===== src/rtl/argon_pkg.sv =====
// Shared types and constants for the Argon bus sequencer: data word, unit
// select IDs, sequencer state encoding and request legality helper.
package argon_pkg;

    localparam int WORD_W = 16;

    typedef logic [WORD_W-1:0] word_t;
    typedef logic [3:0]        unit_id_t;

    // ID_NONE selects no unit, so the bus is idle whenever it is driven.
    localparam unit_id_t ID_NONE    = 4'h0;
    localparam unit_id_t ID_REGFILE = 4'h1;
    localparam unit_id_t ID_ALU     = 4'h2;
    localparam unit_id_t ID_MEM     = 4'h3;
    localparam unit_id_t ID_IO      = 4'h4;

    typedef enum logic [2:0] {
        IDLE     = 3'd0,
        SOURCE   = 3'd1,
        TRANSFER = 3'd2,
        DONE     = 3'd3,
        ABORT    = 3'd4
    } seq_state_t;

    function automatic logic req_is_legal(input unit_id_t src, input unit_id_t dst);
        return (src != ID_NONE) && (dst != ID_NONE) && (src != dst);
    endfunction

endpackage


===== src/rtl/argon_bus_seq.sv =====
// Bus transfer sequencer: moves one word from a source unit to a destination
// unit over the shared bus, with retry on dropped valid and a timeout abort.
module argon_bus_seq
    import argon_pkg::*;
#(
    parameter int TIMEOUT_CYCLES = 16
) (
    input  logic       i_Clk,
    input  logic       i_Reset,
    input  logic       i_req_valid,
    output logic       o_req_ready,
    input  logic [3:0] i_src_id,
    input  logic [3:0] i_src_cmd,
    input  logic [3:0] i_dst_id,
    input  logic [3:0] i_dst_cmd,
    output logic [3:0] write_id,
    output logic [3:0] write_command,
    output logic [3:0] read_id,
    output logic [3:0] read_command,
    input  logic       i_bus_valid,
    input  word_t      i_bus_data,
    output word_t      o_last_data,
    output logic       o_done,
    output logic       o_timeout,
    output logic       o_error,
    output logic       o_busy
);

    localparam int CNT_W = $clog2(TIMEOUT_CYCLES) + 1;
    localparam logic [CNT_W-1:0] CNT_LAST = CNT_W'(TIMEOUT_CYCLES - 1);

    seq_state_t       r_state;
    logic [CNT_W-1:0] r_cnt;
    logic [3:0]       r_src_id;
    logic [3:0]       r_src_cmd;
    logic [3:0]       r_dst_id;
    logic [3:0]       r_dst_cmd;
    word_t            r_last_data;
    logic             r_req_ready;
    logic             r_busy;
    logic             r_done;
    logic             r_timeout;
    logic             r_error;
    logic [3:0]       r_write_id;
    logic [3:0]       r_write_cmd;
    logic [3:0]       r_read_id;
    logic [3:0]       r_read_cmd;

    seq_state_t       w_next_state;
    logic [CNT_W-1:0] w_cnt_next;
    logic [3:0]       w_src_id_n;
    logic [3:0]       w_src_cmd_n;
    logic [3:0]       w_dst_id_n;
    logic [3:0]       w_dst_cmd_n;
    logic             w_accept;
    logic             w_capture;
    logic             w_timeout_hit;
    logic             w_illegal;
    logic [3:0]       w_write_id;
    logic [3:0]       w_write_cmd;
    logic [3:0]       w_read_id;
    logic [3:0]       w_read_cmd;

    // Next-state, counter and request-latch logic.
    always_comb begin
        w_next_state  = r_state;
        w_cnt_next    = r_cnt;
        w_src_id_n    = r_src_id;
        w_src_cmd_n   = r_src_cmd;
        w_dst_id_n    = r_dst_id;
        w_dst_cmd_n   = r_dst_cmd;
        w_accept      = i_req_valid & r_req_ready;
        w_capture     = 1'b0;
        w_timeout_hit = 1'b0;
        w_illegal     = 1'b0;

        case (r_state)
            IDLE: begin
                if (w_accept) begin
                    w_src_id_n  = i_src_id;
                    w_src_cmd_n = i_src_cmd;
                    w_dst_id_n  = i_dst_id;
                    w_dst_cmd_n = i_dst_cmd;
                    w_cnt_next  = '0;
                    if (req_is_legal(i_src_id, i_dst_id)) begin
                        w_next_state = SOURCE;
                    end else begin
                        w_next_state = ABORT;
                        w_illegal    = 1'b1;
                    end
                end else begin
                    w_next_state = IDLE;
                end
            end
            SOURCE: begin
                if (r_cnt == CNT_LAST) begin
                    w_next_state  = ABORT;
                    w_timeout_hit = 1'b1;
                end else begin
                    w_cnt_next   = r_cnt + CNT_W'(1);
                    w_next_state = i_bus_valid ? TRANSFER : SOURCE;
                end
            end
            TRANSFER: begin
                // A completing edge beats a timeout landing on the same cycle.
                if (i_bus_valid) begin
                    w_next_state = DONE;
                    w_capture    = 1'b1;
                end else if (r_cnt == CNT_LAST) begin
                    w_next_state  = ABORT;
                    w_timeout_hit = 1'b1;
                end else begin
                    w_cnt_next   = r_cnt + CNT_W'(1);
                    w_next_state = SOURCE;
                end
            end
            DONE:    w_next_state = IDLE;
            ABORT:   w_next_state = IDLE;
            default: w_next_state = IDLE;
        endcase
    end

    // Bus drive values for the state being entered, so they can be registered.
    always_comb begin
        w_write_id  = ID_NONE;
        w_write_cmd = 4'h0;
        w_read_id   = ID_NONE;
        w_read_cmd  = 4'h0;
        case (w_next_state)
            SOURCE: begin
                w_write_id  = w_src_id_n;
                w_write_cmd = w_src_cmd_n;
            end
            TRANSFER: begin
                w_write_id  = w_src_id_n;
                w_write_cmd = w_src_cmd_n;
                w_read_id   = w_dst_id_n;
                w_read_cmd  = w_dst_cmd_n;
            end
            default: begin
                w_write_id  = ID_NONE;
                w_write_cmd = 4'h0;
                w_read_id   = ID_NONE;
                w_read_cmd  = 4'h0;
            end
        endcase
    end

    // State, latched request, captured data and registered outputs.
    always_ff @(posedge i_Clk) begin
        if (i_Reset) begin
            r_state     <= IDLE;
            r_cnt       <= '0;
            r_src_id    <= ID_NONE;
            r_src_cmd   <= 4'h0;
            r_dst_id    <= ID_NONE;
            r_dst_cmd   <= 4'h0;
            r_last_data <= '0;
            r_req_ready <= 1'b1;
            r_busy      <= 1'b0;
            r_done      <= 1'b0;
            r_timeout   <= 1'b0;
            r_error     <= 1'b0;
            r_write_id  <= ID_NONE;
            r_write_cmd <= 4'h0;
            r_read_id   <= ID_NONE;
            r_read_cmd  <= 4'h0;
        end else begin
            r_state     <= w_next_state;
            r_cnt       <= w_cnt_next;
            r_src_id    <= w_src_id_n;
            r_src_cmd   <= w_src_cmd_n;
            r_dst_id    <= w_dst_id_n;
            r_dst_cmd   <= w_dst_cmd_n;
            if (w_capture) begin
                r_last_data <= i_bus_data;
            end
            r_req_ready <= (w_next_state == IDLE);
            r_busy      <= (w_next_state != IDLE);
            r_done      <= (w_next_state == DONE);
            r_timeout   <= w_timeout_hit;
            r_error     <= w_illegal;
            r_write_id  <= w_write_id;
            r_write_cmd <= w_write_cmd;
            r_read_id   <= w_read_id;
            r_read_cmd  <= w_read_cmd;
        end
    end

    assign o_req_ready   = r_req_ready;
    assign o_busy        = r_busy;
    assign o_done        = r_done;
    assign o_timeout     = r_timeout;
    assign o_error       = r_error;
    assign o_last_data   = r_last_data;
    assign write_id      = r_write_id;
    assign write_command = r_write_cmd;
    assign read_id       = r_read_id;
    assign read_command  = r_read_cmd;

endmodule


===== config.mk =====
export PLATFORM = sky130hd
export DESIGN_NAME = argon_bus_seq
export DESIGN_NICKNAME = d
export VERILOG_FILES = /design/src/rtl/argon_pkg.sv /design/src/rtl/argon_bus_seq.sv
export SDC_FILE = /design/constraint.sdc
export NUM_CORES = 1
export LEC_CHECK = 0
export CAP_MARGIN = 20
export CORE_ASPECT_RATIO = 1.4
export CORE_UTILIZATION = 45
export CTS_BUF_LIST = sky130_fd_sc_hd__clkbuf_16
export DETAILED_ROUTE_END_ITERATION = 12
export GPL_TIMING_DRIVEN = 0
export PLACE_DENSITY = 0.82
export RECOVER_POWER = 25
export SLEW_MARGIN = 10
export SYNTH_ARGS = -nofsm -noshare
export SYNTH_HDL_FRONTEND = slang
export SYNTH_SLANG_ARGS = --single-unit

===== constraint.sdc =====
create_clock -name i_Clk -period 3 [get_ports i_Clk]
set_input_delay 0.6 -clock i_Clk [delete_from_list [all_inputs] [get_ports i_Clk]]
set_output_delay 0.6 -clock i_Clk [all_outputs]
set_load 0.1 [all_outputs]

==> flow_results.org, run 1 <==
** Run status
- The run finished with clean final reports.

** Worst setup path
- At the worst endpoint, the arrival time is ~2.7 ns.
- The cell family contributing the most delay on the critical path is buffers and inverters.
- Along the worst path, the maximum fanout reaches 10.
- At the worst endpoint, the required time is 3.20 ns.
- WP depth :: 7
- The critical path starts at i_req_valid.
- FF-to-FF End :: read_id[0]
- Reg2Reg Setup Slack :: 0.57 ns
- The worst register-to-register path begins at r_cnt[0].
- The critical path contains buffers and inverters numbering 3 combined.
- Cell-by-cell trace of the critical path :: dlygate4sd3_1 -> nand3b_2 -> or3_1 -> clkbuf_1 -> buf_2 -> mux2i_1 -> nor2_1
- Critical-path top delay cell :: sky130_fd_sc_hd__dlygate4sd3_1
- The worst setup path is launched from an input pin.
- Counting cells, the worst reg-to-reg path comes to 9.
- Capture point of the critical path :: read_command[3]
- The critical path in this run is classified as in2reg.
- Critical path endpoint category :: register
- Largest stage delay, worst path :: between 0.5 and 0.6 ns

** CTS
- Clk sink count :: 61
- CTS built an H-tree with a depth of 3.
- CTS clk-pin slew, worst paths :: about 0.050 ns
- The clock passes through at most 2 buffers.
- CTS tree :: done
- Cell at the root of the clock tree :: sky130_fd_sc_hd__clkbuf_16
- At the later pin of the worst-skew pair, clock insertion delay measures 0.33 ns.
- After clock tree synthesis, the setup repair step added 0 buffers.
- The number of hold buffers added after CTS was 0.
- TritonCTS Buffers :: 9
- Number of resized instances in the post-cts repair step :: 0

** Power and ir drop
- In this run switching power makes up roughly 28% of total power.
- The internal power of the cells totals 1.64 mW.
- Part of the power in combinational logic :: between 10% and 20%
- Sequential cells account for about two fifths of the total power.
- In this run the power density over the cells is 688 nW/um2.
- For this design the total switching power over the nets is 622 uW.
- Worst ir drop on vdd :: 0.499 mV
- Total leakage power :: about 1.3 nW
- In this run, the clock network consumes 42.7% of the power.

** Yosys
- Synth Net Count :: 268
- The biggest area contributor in the post-synthesis netlist is sky130_fd_sc_hd__dfxtp_1.
- Number of flops mapped to enable cells by yosys :: 0
- Async S/R FF share, synth :: 0%
- Post-Synthesis Cells :: 229
- In the synthesized netlist the dominant register cell turns out to be sky130_fd_sc_hd__dfxtp_1.
- The synthesized design devotes to its leading area cell type approximately 55% of total area.
- Mapped cell area :: 2220 um2
- Yosys printed 0 warnings.
- Part of the Yosys area used for sequential elements :: 55.0%
- After synthesis the netlist holds a flip-flop and latch count of between 60 and 70.
- Main area contributors after synthesis :: sky130_fd_sc_hd__dfxtp_1 (55%), sky130_fd_sc_hd__mux2i_1 (7.7%), sky130_fd_sc_hd__nand2_1 (5.8%), sky130_fd_sc_hd__nor2_1 (5.8%), sky130_fd_sc_hd__a21oi_1 (4.3%)
- Synth cell types :: 40
- The average instance in the mapped netlist occupies about 9.7 um2.

** Timing
- On the final layout, the worst clock skew is 0.00396 ns.
- Share of the clock period used by the worst path after layout :: 83.0%
- Static timing analysis puts the maximum clock frequency at between 400 and 500 MHz.
- At the pin with the least slew margin, the transition time is 0.995 ns.
- Hold Worst Slack :: 0.450 ns
- Measured against its own limit, the worst slew margin works out to 33.5%.
- Total negative slack :: 0 ns
- Setup violations remaining at the end of the flow were counted as 0.
- Setup repair after global routing left no endpoint under its margin.
- Final period demand of the worst path :: 2.49 ns
- The total count of hold-check failures in the final report was 0.
- The final-report max-slew violation count is 0.

** Drt
- Wires add up to roughly 5000 um.
- Top Metal Used :: met4
- Met3 layer wire length in the routed design :: 388 um
- DR pass1 iterations :: 4
- Across all layers, the routed design uses 1858 vias.
- In this run, the number of DRC markers left after iteration 0 of detailed routing was 71.
- Antenna-violating nets left :: 0
- Detailed-routing wirelength on met1 :: 1920 um
- After detailed routing, the average wire length per cell comes to 13.0 um.
- Met2 wire len :: 2480 um
- After detailed routing, the number of vias per cell comes to 4.92.
- In the routed design, unresolved DRC markers number 0.

** Flow run
- Max-cap violations in this run came to 0.

** GRT
- The number of antenna violations at the first check in global routing came to 0.
- First-pass GRT wire length :: 8210 um
- Via count of the first global-routing pass :: 1860
- Entering global routing, the biggest net connects 11 pins.
- The total overflow left after global routing is 0.
- In the global route stage, overall resource usage came out at 21.6%.

** Finish
- Cells with a size suffix above 1 make up 6.01% of the layout.
- Antenna diodes :: 0
- In the final layout, the multi-input gates occupy ~930 um2.
- Fill cell count :: 367
- Post-layout instance area :: 3280 um2
- Final-stage net count :: between 300 and 400
- Leaving out fill and tap cells, the most frequent cell in the layout is sky130_fd_sc_hd__clkdlybuf4s50_1.
- Once layout is complete, the cells apart from fillers number approximately 380.
- Reg area :: between 1000 and 1500 um2
- Area Overhead vs Synth :: 47.9%
- Core utilization of the finished layout :: ~71%
- The library cells used most frequently in the layout, excluding fill and tap cells, are sky130_fd_sc_hd__clkdlybuf4s50_1 (70), sky130_fd_sc_hd__dfxtp_1 (61), sky130_fd_sc_hd__nor2_1 (34), sky130_fd_sc_hd__nand2_1 (34), sky130_fd_sc_hd__a21oi_1 (19).

** Floorplanning
- The initial utilization of the core area, before any placement, comes to 47.8%.
- After floorplanning, the core was divided into 29 placement rows.
- Die height :: 85.1 um
- Die outline width :: 61.3 um
- Placeable core area :: approximately 4600 um2
- Area of the die :: approximately 5200 um2
- I/O pin total :: 73

** Placed design
- Including well taps, the total number of placed cells is 363.
- After detailed placement, the total cell area comes to 3020 um2.
- Number of input and output port buffers inserted :: a little over 70
- The HPWL after detailed placement is 3500 um.
- Routability congestion estimate :: 0.839

** Min path
- Min-delay worst type :: reg2reg
## sequential cells by signal, summed over array words and instances, names as in the netlist
name / flops
r_state: 3
o_error: 1
r_cnt: 5
o_last_data: 16
r_src_cmd: 4
o_req_ready: 1
o_timeout: 1
r_src_id: 4
write_id: 4
read_command: 4
r_dst_id: 4
r_dst_cmd: 4
read_id: 4
o_done: 1
o_busy: 1
write_command: 4
## worst min-delay path by stage
stage	slack, ns	cells past startpoint	to	start
after floorplan	0.46	2	r_src_cmd[0]	r_src_cmd[0]
after global placement	0.44	2	o_last_data[4]	o_last_data[4]
after detailed placement	0.45	2	o_last_data[8]	o_last_data[8]
after CTS	0.45	2	o_last_data[8]	o_last_data[8]
after global routing	0.48	2	o_last_data[8]	o_last_data[8]
final	0.45	2	o_last_data[8]	o_last_data[8]
## Yosys cell counts (2+ instances only)
library cell,n
sky130_fd_sc_hd__dfxtp_1,61
sky130_fd_sc_hd__nand2b_1,6
sky130_fd_sc_hd__nor3_1,2
sky130_fd_sc_hd__a21oi_1,19
sky130_fd_sc_hd__mux2i_1,17
sky130_fd_sc_hd__ha_1,3
sky130_fd_sc_hd__nor2_1,34
sky130_fd_sc_hd__nor2b_1,2
sky130_fd_sc_hd__xor2_1,6
sky130_fd_sc_hd__buf_1,2
sky130_fd_sc_hd__clkbuf_1,7
sky130_fd_sc_hd__nand2_1,34
sky130_fd_sc_hd__nor4_1,9
## metal layers
metal / track usage [%] / vias up
met5: 0 / -
met1: 22.6 / 840
met4: 11.3 / 0
li1: - / 942
met2: 35.2 / 64
met3: 9.91 / 12
## cell families (layout without fill, tap and decap cells)
kind of cell,count (synthesis),after routing,share of synthesized area (%)
and+or+nand+nor,101,101,22.0
DFF,61,61,55.0
adders and majority gates,3,3,1.69
buffers and inverters,12,99,2.43
muxes,17,17,7.67
AOI/OAI and AO/OA,28,28,8.40
xor gates and xnor gates,7,7,2.76
## worst reg2reg max path, cell delays in order, from the launching register on
cell and delay [ns]:
sky130_fd_sc_hd__dfxtp_1 0.33, sky130_fd_sc_hd__ha_1 0.21, sky130_fd_sc_hd__and3_1 0.20, sky130_fd_sc_hd__ha_1 0.22, sky130_fd_sc_hd__or3b_1 0.40, sky130_fd_sc_hd__a21oi_1 0.28
sky130_fd_sc_hd__and2b_1 0.23, sky130_fd_sc_hd__nand2b_1 0.07, sky130_fd_sc_hd__clkbuf_1 0.20, sky130_fd_sc_hd__nor2_1 0.20
## stage by stage
| step | setup slack [ns] | power [mW] |
|---|---|---|
| 6_report | 0.509 | 2.26 |
| 5_1_grt | 0.369 | 2.35 |
| 4_1_cts | 0.520 | 2.27 |
| 3_5_place_dp | 0.393 | 1.31 |
| 3_3_place_gp | 0.438 | 1.31 |
| 2_1_floorplan | 0.721 | 1.19 |
## cell type report
| class | instances | area share (%) |
|---|---|---|
| Buffer | 11 | 1.30 |
| Inverter | 1 | 0.114 |
| Multi-Input combinational cell | 156 | 28.5 |
| Clock inverter | 6 | 1.68 |
| Tap cell | 62 | 2.36 |
| Timing Repair Buffer | 72 | 22.0 |
| Sequential cell | 61 | 37.2 |
| Clock buffer | 9 | 6.86 |
## power by group through the flow
stage	Sequential (mW)	Combinational, mW	Clock [mW]
after floorplan	1.03	0.166	0
after detailed placement	0.896	0.419	0
final	0.879	0.415	0.964
after CTS	0.880	0.423	0.970
after global routing	0.883	0.443	1.02
after global placement	0.894	0.413	0
No activity file was read; power rests on OpenSTA's default activity.
==> run 2: changes to the inputs <==
CORE_UTILIZATION = 41   (was 45)
PLACE_DENSITY = 0.79   (was 0.82)
clock period = 2.25 ns   (was 3 ns; I/O delays follow)
==> run 2 against run 1 <==
  * Sequential share of layout area shrank 0.90 points
  * Total power grew 34%
  * Critical path type is now reg2out
  * Sequential power grew 33%
  * Combinational power grew 37%
  * Wire length shrank 2.1%
  * Critical endpoint is now o_done
  * Largest cell class unchanged
  * Final cell count grew 1.1%
  * Utilization shrank 5.9 points
  * Highest routed layer unchanged
  * Global-route usage shrank 2.6 points
  * Via count shrank 0.81%
  * Clock power grew 33%
==> flow_results.org, run 2 (synthesized netlist as in run 1, its figures left out) <==
** Drt
- Final Routed Wirelength :: 4820 um (was 4920 um)
- Number of design rule violations left after detail routing :: 0 (unchanged)
- The detailed-route wire length per cell was 12.6 um (was 13.0 um).
- DR pass1 iterations :: 4 (unchanged)
- Antenna-violating nets left :: 0 (unchanged)
- Detailed-route via count :: 1843 (was 1858)
- The number of DRC markers after the initial detailed-route iteration came to 118 (was 71).
- Number of vias per cell after detailed routing :: 4.82 (was 4.92)

** Timing
- Slew Limit Headroom :: 33.6% (was 33.5%)
- Share of the clock period used by the worst path after layout :: between 90 and 100%
- The final-report max-slew violation count was 0 (unchanged).
- Based on the critical path, the design can be clocked at up to 451 MHz.
- The worst hold-check slack is 0.449 ns (was 0.450 ns).
- Number of failing setup endpoints in the final timing report :: 0 (unchanged)
- Setup slack of the critical path after layout :: 0.0348 ns (was 0.509 ns)
- The total count of hold-check failures in the final report is 0 (unchanged).
- Unrepaired setup endpoints after global routing :: true (was false)
- The worst clock skew on the final layout came to 0.00602 ns (was 0.00396 ns).
- The measured slew at the worst slew-check pin came to 0.993 ns (was 0.995 ns).
- Final period demand of the worst path :: 2.22 ns

** Worst setup path
- The required time reported for the critical path endpoint is 1.80 ns (was 3.20 ns).
- Largest stage delay, worst path :: 1.14 ns (was 0.56 ns)
- Critical path endpoint category :: output port (was register)
- The launching element type of the critical path is a register (was input pin).
- The arrival time of the worst setup path is 1.77 ns (was 2.69 ns).
- Cell-by-cell trace of the critical path :: clkdlybuf4s50_1 (was dlygate4sd3_1 -> nand3b_2 -> or3_1 -> clkbuf_1 -> buf_2 -> mux2i_1 -> nor2_1)
- Buffering stage count on the worst path with inverters included :: 1 (was 3)
- Critical-path top delay cell :: sky130_fd_sc_hd__clkdlybuf4s50_1 (was sky130_fd_sc_hd__dlygate4sd3_1)
- Critical path class :: reg2out (was in2reg)
- Worst-path fanout max :: 1 (was 10)
- The dominant delay contributor by cell family on the critical path was buffers and inverters (unchanged).

** Power and ir drop
- Total chip power :: 3.02 mW (was 2.26 mW)
- The worst-case vdd ir drop is 0.514 mV (was 0.499 mV).
- Total leakage power :: 1.56 nW (was 1.28 nW)
- The power per cell area was 898 nW/um2 (was 688 nW/um2).

** Placed design
- Number of input and output port buffers inserted :: 72 (unchanged)
- The placer's final routability congestion estimate came to 0.815 (was 0.839).
- The worst setup timing slack at the placement stage is -0.230 ns (was 0.393 ns).
- Detailed placer's ending HPWL :: 3440 um (was 3500 um)

** GRT
- The met1 track utilization from global routing is 20.1% (was 22.6%).
- The busiest metal layer after global routing is met2 (unchanged).
- The number of antenna violations at the first check in global routing came to 0 (unchanged).
- Via count of the first global-routing pass :: 1888 (was 1860)
- Met2 Resource Use GR :: 31.1% (was 35.2%)
- The residual overflow from global routing is 0 (unchanged).
- The pin count of the biggest net entering global routing came to 11 (unchanged).
- The global routing usage on met3 is 6.38% (was 9.91%).
- The global-route wire length before repair came to 8080 um (was 8210 um).
- Overall fraction of global-route tracks in use :: 19.0% (was 21.6%)

** Min path
- The type of the worst min-delay path is reg2reg (unchanged).

** Floorplanning
- Area of the die :: 5710 um2 (was 5220 um2)
- Placeable core area :: 5200 um2 (was 4640 um2)
- The count of pins on the block boundary came to 73 (unchanged).
- Die height :: 89.0 um (was 85.1 um)
- Initial standard-cell utilization of the core :: 42.7% (was 47.8%)
- Row count :: 31 (was 29)
- Die outline width :: 64.2 um (was 61.3 um)

** Finish
- The antenna diode count is 0 (unchanged).
- Layout cell share with drive strength beyond 1 :: 9.18% (was 6.01%)
- The flip-flop count of the largest register after layout came to 16 (unchanged).
- The leading cell type in the layout, fill and taps excluded is sky130_fd_sc_hd__dfxtp_1 (was sky130_fd_sc_hd__clkdlybuf4s50_1).
- The net total in the final layout came to 350 (was 351).
- Commonest cells after routing, fill and taps aside: sky130_fd_sc_hd__dfxtp_1 (60), sky130_fd_sc_hd__clkdlybuf4s50_1 (54), sky130_fd_sc_hd__nor2_1 (34), sky130_fd_sc_hd__nand2_1 (34), sky130_fd_sc_hd__a21oi_1 (18) (was sky130_fd_sc_hd__clkdlybuf4s50_1 (70), sky130_fd_sc_hd__dfxtp_1 (61), sky130_fd_sc_hd__nor2_1 (34), sky130_fd_sc_hd__nand2_1 (34), sky130_fd_sc_hd__a21oi_1 (19)).
- Area Overhead vs Synth :: 51.7% (was 47.9%)
- The number of filler cells placed in the layout was 447 (was 367).

** CTS
- Number of post-CTS setup repair buffers :: 0 (unchanged)
- The number of levels the H-tree was split into was 3 (unchanged).
- The clock insertion delay at the later pin of the skew report was 0.32 ns (was 0.33 ns).
- The clock root buffer is sky130_fd_sc_hd__clkbuf_16 (unchanged).
- TritonCTS Buffers :: 9 (unchanged)
- The number of sinks driven by the clock tree was 61 (unchanged).
- CTS tree :: done (unchanged)
- The worst-case clock buffer depth is 2 (unchanged).
- The clock-pin transition on the worst setup and hold timing paths came to 0.05 ns (about the same).
- The quantity of hold-fixing buffers added after cts is 0 (unchanged).

** Flow run
- The number of violations of the max-capacitance limit is 0 (unchanged).

** Run status
- Result of the run: complete, no violations (unchanged).
## run 2: final timing paths
path / startpoint / endpoint / slack (ns) / cells after the start
worst max-delay path: o_done / o_done / 0.03 / 1
worst min-delay path: o_last_data[4] / o_last_data[4] / 0.45 / 2
worst max register to register: r_cnt[0] / r_cnt[3] / 0.12 / 8
worst min register to register: o_last_data[4] / o_last_data[4] / 0.45 / 2
## run 2: report_power, final
group,switching (mW),internal (mW)
Combinational,0.360,0.210
Clock,0.443,0.838
Sequential,0.0265,1.15
## run 2: metal layers
layer | share of wire [%] | routed length [um]
met1 | 40 | 1900
met2 | 50 | 2390
met3 | 7.7 | 373
met4 | 3.2 | 153
met5 | 0 | 0
## run 2: final cells by class
class	count	area (um2)	area share (%)
inverters	1	3.75	0.112
clock buffers	9	225	6.69
plain buffers	10	46.3	1.38
well taps	66	82.6	2.45
multi-input cells	156	980	29.1
clock inverters	7	58.8	1.75
flip-flops and latches	61	1220	36.3
repair buffers	72	747	22.2
## run 2: timing repair
item | in CTS | in global routing
gates resized for setup | 8 | 20
endpoints found under the setup margin | 16 | 30
hold endpoints to repair | 0 | 0
pin swaps | 0 | 2
cloned | 0 | 0
## run 2: per-stage QoR
stage                     util [%]  cell area (um2)  TNS [ns]  instances
after floorplan                  -             2220         0        229
after global placement        58.2             3020     -1.70        367
after detailed placement      58.2             3020     -2.17        367
after CTS                     63.7             3310         0        382
after global routing          64.8             3370   -0.0130        382
final                         64.8             3370         0        382
